$ cat src/rtl/demux_stream_router.sv
// Registered 1:N stream router. Each output owns a one-entry holding slot, so a
// stalled consumer only back-pressures beats addressed to its own slot.

module demux_stream_slot #(
  parameter int DATA_WIDTH = 8
) (
  input  logic                  clk_i,
  input  logic                  arst_i,
  input  logic                  ld_i,
  input  logic [DATA_WIDTH-1:0] data_i,
  input  logic                  ready_i,
  output logic                  valid_o,
  output logic [DATA_WIDTH-1:0] data_o,
  output logic                  accept_o
);

  logic                  valid_d, valid_q;
  logic [DATA_WIDTH-1:0] data_d,  data_q;

  // A load wins over a drain, so drain-and-refill in one cycle leaves no bubble.
  always_comb begin
    valid_d = valid_q;
    data_d  = data_q;
    if (ld_i) begin
      valid_d = 1'b1;
      data_d  = data_i;
    end else if (valid_q && ready_i) begin
      valid_d = 1'b0;
    end
  end

  always_ff @(posedge clk_i or posedge arst_i) begin
    if (arst_i) begin
      valid_q <= 1'b0;
      data_q  <= '0;
    end else begin
      valid_q <= valid_d;
      data_q  <= data_d;
    end
  end

  assign valid_o  = valid_q;
  assign data_o   = data_q;
  assign accept_o = !valid_q || ready_i;

endmodule

module demux_stream_router #(
  parameter int NUM_ELEM   = 4,
  parameter int DATA_WIDTH = 8,
  parameter int CNT_WIDTH  = 8,
  localparam int SEL_W     = (NUM_ELEM > 1) ? $clog2(NUM_ELEM) : 1
) (
  input  logic                           clk_i,
  input  logic                           arst_i,
  input  logic [DATA_WIDTH-1:0]          in_data_i,
  input  logic [SEL_W-1:0]               in_sel_i,
  input  logic                           in_valid_i,
  output logic                           in_ready_o,
  output logic [NUM_ELEM*DATA_WIDTH-1:0] out_data_o,
  output logic [NUM_ELEM-1:0]            out_valid_o,
  input  logic [NUM_ELEM-1:0]            out_ready_i,
  output logic [CNT_WIDTH-1:0]           drop_cnt_o
);

  logic [NUM_ELEM-1:0]                 slot_acc;
  logic [NUM_ELEM-1:0]                 slot_ld;
  logic [NUM_ELEM-1:0][DATA_WIDTH-1:0] slot_data;
  logic                                sel_ok;
  logic                                tgt_rdy;
  logic                                xfer;
  logic                                drop;
  logic [CNT_WIDTH-1:0]                cnt_d, cnt_q;

  // Out-of-range selects are always accepted (and dropped), hence tgt_rdy defaults high.
  always_comb begin
    sel_ok  = 1'b0;
    tgt_rdy = 1'b1;
    for (int k = 0; k < NUM_ELEM; k++) begin
      if (in_sel_i == SEL_W'(k)) begin
        sel_ok  = 1'b1;
        tgt_rdy = slot_acc[k];
      end
    end
  end

  assign in_ready_o = !arst_i && tgt_rdy;
  // Gating with in_valid_i first keeps X on sel/data out of the slot enables.
  assign xfer       = in_valid_i && in_ready_o;
  assign drop       = xfer && !sel_ok;

  genvar g;
  generate
    for (g = 0; g < NUM_ELEM; g++) begin : g_slot
      assign slot_ld[g] = xfer && (in_sel_i == SEL_W'(g));

      demux_stream_slot #(.DATA_WIDTH(DATA_WIDTH)) u_slot (
        .clk_i    (clk_i),
        .arst_i   (arst_i),
        .ld_i     (slot_ld[g]),
        .data_i   (in_data_i),
        .ready_i  (out_ready_i[g]),
        .valid_o  (out_valid_o[g]),
        .data_o   (slot_data[g]),
        .accept_o (slot_acc[g])
      );
    end
  endgenerate

  assign out_data_o = slot_data;

  always_comb begin
    cnt_d = cnt_q;
    if (drop && (cnt_q != {CNT_WIDTH{1'b1}})) cnt_d = cnt_q + 1'b1;
  end

  always_ff @(posedge clk_i or posedge arst_i) begin
    if (arst_i) cnt_q <= '0;
    else        cnt_q <= cnt_d;
  end

  assign drop_cnt_o = cnt_q;

endmodule

$ cat config.mk
export PLATFORM = sky130hd
export DESIGN_NAME = demux_stream_router
export DESIGN_NICKNAME = d
export VERILOG_FILES = /design/src/rtl/demux_stream_router.sv
export SDC_FILE = /design/constraint.sdc
export NUM_CORES = 1
export LEC_CHECK = 0
export CAP_MARGIN = 20
export CORE_UTILIZATION = 48
export CTS_CLUSTER_SIZE = 30
export DETAILED_ROUTE_END_ITERATION = 12
export MAX_ROUTING_LAYER = met4
export PLACE_DENSITY_LB_ADDON = 0.3
export SLEW_MARGIN = 30
export SYNTH_ARGS = -nofsm -noshare
export SYNTH_HDL_FRONTEND = slang
export SYNTH_HIERARCHICAL = 1
export SYNTH_SLANG_ARGS = --single-unit
$ cat constraint.sdc
create_clock -name clk_i -period 3.25 [get_ports clk_i]
set_clock_uncertainty 0.05 [all_clocks]
set_input_delay 0.8125 -clock clk_i [delete_from_list [all_inputs] [get_ports clk_i]]
set_output_delay 0.8125 -clock clk_i [all_outputs]
set_load 0.01 [all_outputs]
==> qor.txt <==
CORE AREA -> 3468 um^2
Number of synthesized flops with an enable pin -> 0
Status -> completed
Worst Path Required -> 2390 ps
RSZ-0062 raised after global routing -> no
Syn Std Cell Area -> 1800 um^2
Top sig layer -> met4
CTS Root Cell -> clkbuf_8
Post-synth ARST share -> 1.000
CTS Sinks -> 44
Worst vdd ir -> 383.8 uV
CP endpoint kind -> output port
Clk network pwr share -> 0.213
Final Hold Viols -> 0
Hpwl dp -> 2938 um
Mean routed wirelength per cell -> 17.78 um
DRC viols -> 0
Reg area -> 1101 um^2
CTS tree -> built
Psw -> 0.0003736 W
First-pass DRT Iterations -> 4
Gp weighted congestion -> 0.8322
Fillcell total -> 248
Vias/cell -> 4.951
Flops & latches, synth -> 44
Fmax -> 319.3 MHz
Met1 WL -> 1679 um
Ys Warns -> 6
CTS Buf Count -> 5
Max Slew Vio Count -> 0
Worst-margin pin slew -> 397.1 ps
Slew headroom -> 0.7350
Via count -> 1,104
Routed met3 length -> 149 um
Reg2Reg Depth -> 6
Initial Utilization -> 0.5191
Combinational Power Share -> 0.306
Synth Instances -> 111
Kind of critical path -> input port to output port
Max Root-Sink Buffers -> 2
Post-layout min period -> 3132 ps
Sequential power share -> 0.481
Num rows -> 21
Synth top area share -> 0.6115
Area Growth Syn to Fin -> 41.90%
1st-iter DRT viols -> 28
CTS clk-pin slew, worst paths -> 70 ps
Finished Layout Cells -> 223
# setup viols final -> 0
Worst hold-check path type -> register to register
First-pass GRT wire length -> 6451 um
Total GRT Usage -> 0.2254
CP max FO -> 2
Die W -> 63.25 um
Ant. Diodes -> 0
Power Total -> 0.001465 W
Number of global-route vias before repair -> 1,248
Largest net degree at the start of global routing -> 13
Worst hold path cell count -> 0
Area occupied by multi-input gates -> 615.6 um^2
DP Cell Count -> 216
Yosys top cell by area -> dfrtp_1
Synth top area cells -> dfrtp_1 (61%), mux2_4 (27%), nand2b_1 (2.8%)
DIE AREA -> 4000 um^2
Primary FF master, synth -> dfrtp_1
Final Cycle Share -> 0.9636
H-tree depth -> 2
I/O pins -> 62
Max-cap violations -> 0
Mean Syn Cell Area -> 16.22 um^2
Die Y -> 63.25 um
Initial antenna violation count -> 0
Layout Nets -> 194
Layout Utilization -> 0.7367
Gr ovfl total -> 0
Setup TNS -> 0 ps
Detail Route met2 WL -> 2058 um
Switching Fraction -> 0.2550
Post-synthesis sequential area ratio -> 0.6115
DP Worst Slack -> -82.56 ps
Clk Latency, worst-skew pair -> 280 ps
Setup crit start kind -> input port
Synth cell count leaders -> dfrtp_1 (44), mux2_4 (32), clkbuf_1 (8), nand2b_1 (8), inv_1 (5)
Leak -> 1.175 nW
Yosys cell types -> 13
Share of cells above drive strength 1 -> 0.2881
Cell with the most instances after synthesis -> dfrtp_1
Power per Cell Area -> 573.4 nW/um^2
I/O Buffers -> 61
Setup ws final -> 118.2 ps
Cell internal pwr -> 0.001091 W
Post-synth net total -> 128
WL final -> 3964 um
CP Data Arrival Time -> 2270 ps
Post-route ant nets -> 0
==> kinds of logic after synthesis <==
group                  after synthesis  share of synthesized area
buffers and inverters               17                    0.05212
muxes                               33                     0.2794
DFF                                 44                     0.6115
and+or+nand+nor                     17                    0.05699
==> power by group through the flow <==
stage	logic (W)	registers, W	clock network (W)
2_1_floorplan	0.000157	0.000746	0
3_3_place_gp	0.000439	0.000706	0
3_5_place_dp	0.000449	0.000711	0
4_1_cts	0.000451	0.000704	0.000320
5_1_grt	0.000471	0.000714	0.000343
6_report	0.000449	0.000704	0.000312
==> worst max-delay path, cell delays in order <==
cell             delay, ps
clkdlybuf4s50_1        520
mux4_2                 500
and2_1                 160
dlygate4sd2_1          270
==> worst paths after layout <==
check / to / startpoint / slack [ps]
setup / recovery: in_ready_o / in_sel_i[0] / 120
hold / removal: drop_cnt_o[7]$_DFFE_PP0P_ / drop_cnt_o[7]$_DFFE_PP0P_ / 330
hold reg to reg: drop_cnt_o[7]$_DFFE_PP0P_ / drop_cnt_o[7]$_DFFE_PP0P_ / 330
setup reg to reg: g_slot[1].u_slot/data_o[0]$_DFFE_PP0P_ / g_slot[1].u_slot/valid_o$_DFFE_PP0P_ / 1720
max in group asynchronous: g_slot[0].u_slot/data_o[7]$_DFFE_PP0P_ / arst_i / 1930
min in group asynchronous: g_slot[3].u_slot/data_o[3]$_DFFE_PP0P_ / arst_i / 910
==> layer usage <==
layer | global-route usage | up-vias
met3 | 0.03442 | 8
li1 | - | 491
met2 | 0.3696 | 43
met4 | 0.08807 | 0
met5 | - | -
met1 | 0.2819 | 562
==> what timing repair did <==
action / CTS / global route
hold buffers: 0 / 0
endpoints found under the setup margin: 1 / 0
gates resized for setup: 1 / 0
buffers inserted: 0 / 0
==> final cells by class <==
type | count | area share
inverters | 5 | 0.007346
clock buffers | 6 | 0.02840
repair buffers | 71 | 0.2679
multi-input cells | 50 | 0.2409
flip-flops and latches | 44 | 0.4310
clock inverters | 1 | 0.001959
well taps | 46 | 0.02253
==> sequential cells by signal (all words and copies together), names as in the netlist <==
name and flops:
g_slot.u_slot/valid_o 4, drop_cnt_o 8, g_slot.u_slot/data_o 32
==> cells in the final DEF, fill, tap and decap left out, drive strengths merged <==
| master | instances |
|---|---|
| clkdlybuf4s50 | 60 |
| dfrtp | 44 |
| mux2 | 32 |
| buf | 10 |
| nand2b | 8 |
| clkbuf | 6 |
| inv | 5 |
| nor3b | 2 |
| nand2 | 2 |
| nor2 | 2 |
| mux4 | 1 |
| and2 | 1 |
| or3b | 1 |
| nand3b | 1 |
| clkinv | 1 |
| dlygate4sd2 | 1 |
==> through the flow <==
stage	instance area (um^2)	hold WS [ps]
floorplan	1800	444.5
global placement	2479	313.7
detailed placement	2479	317.1
CTS	2555	333.6
global route	2555	342.8
finish	2555	328.8
(Power assumes the default switching activity.)
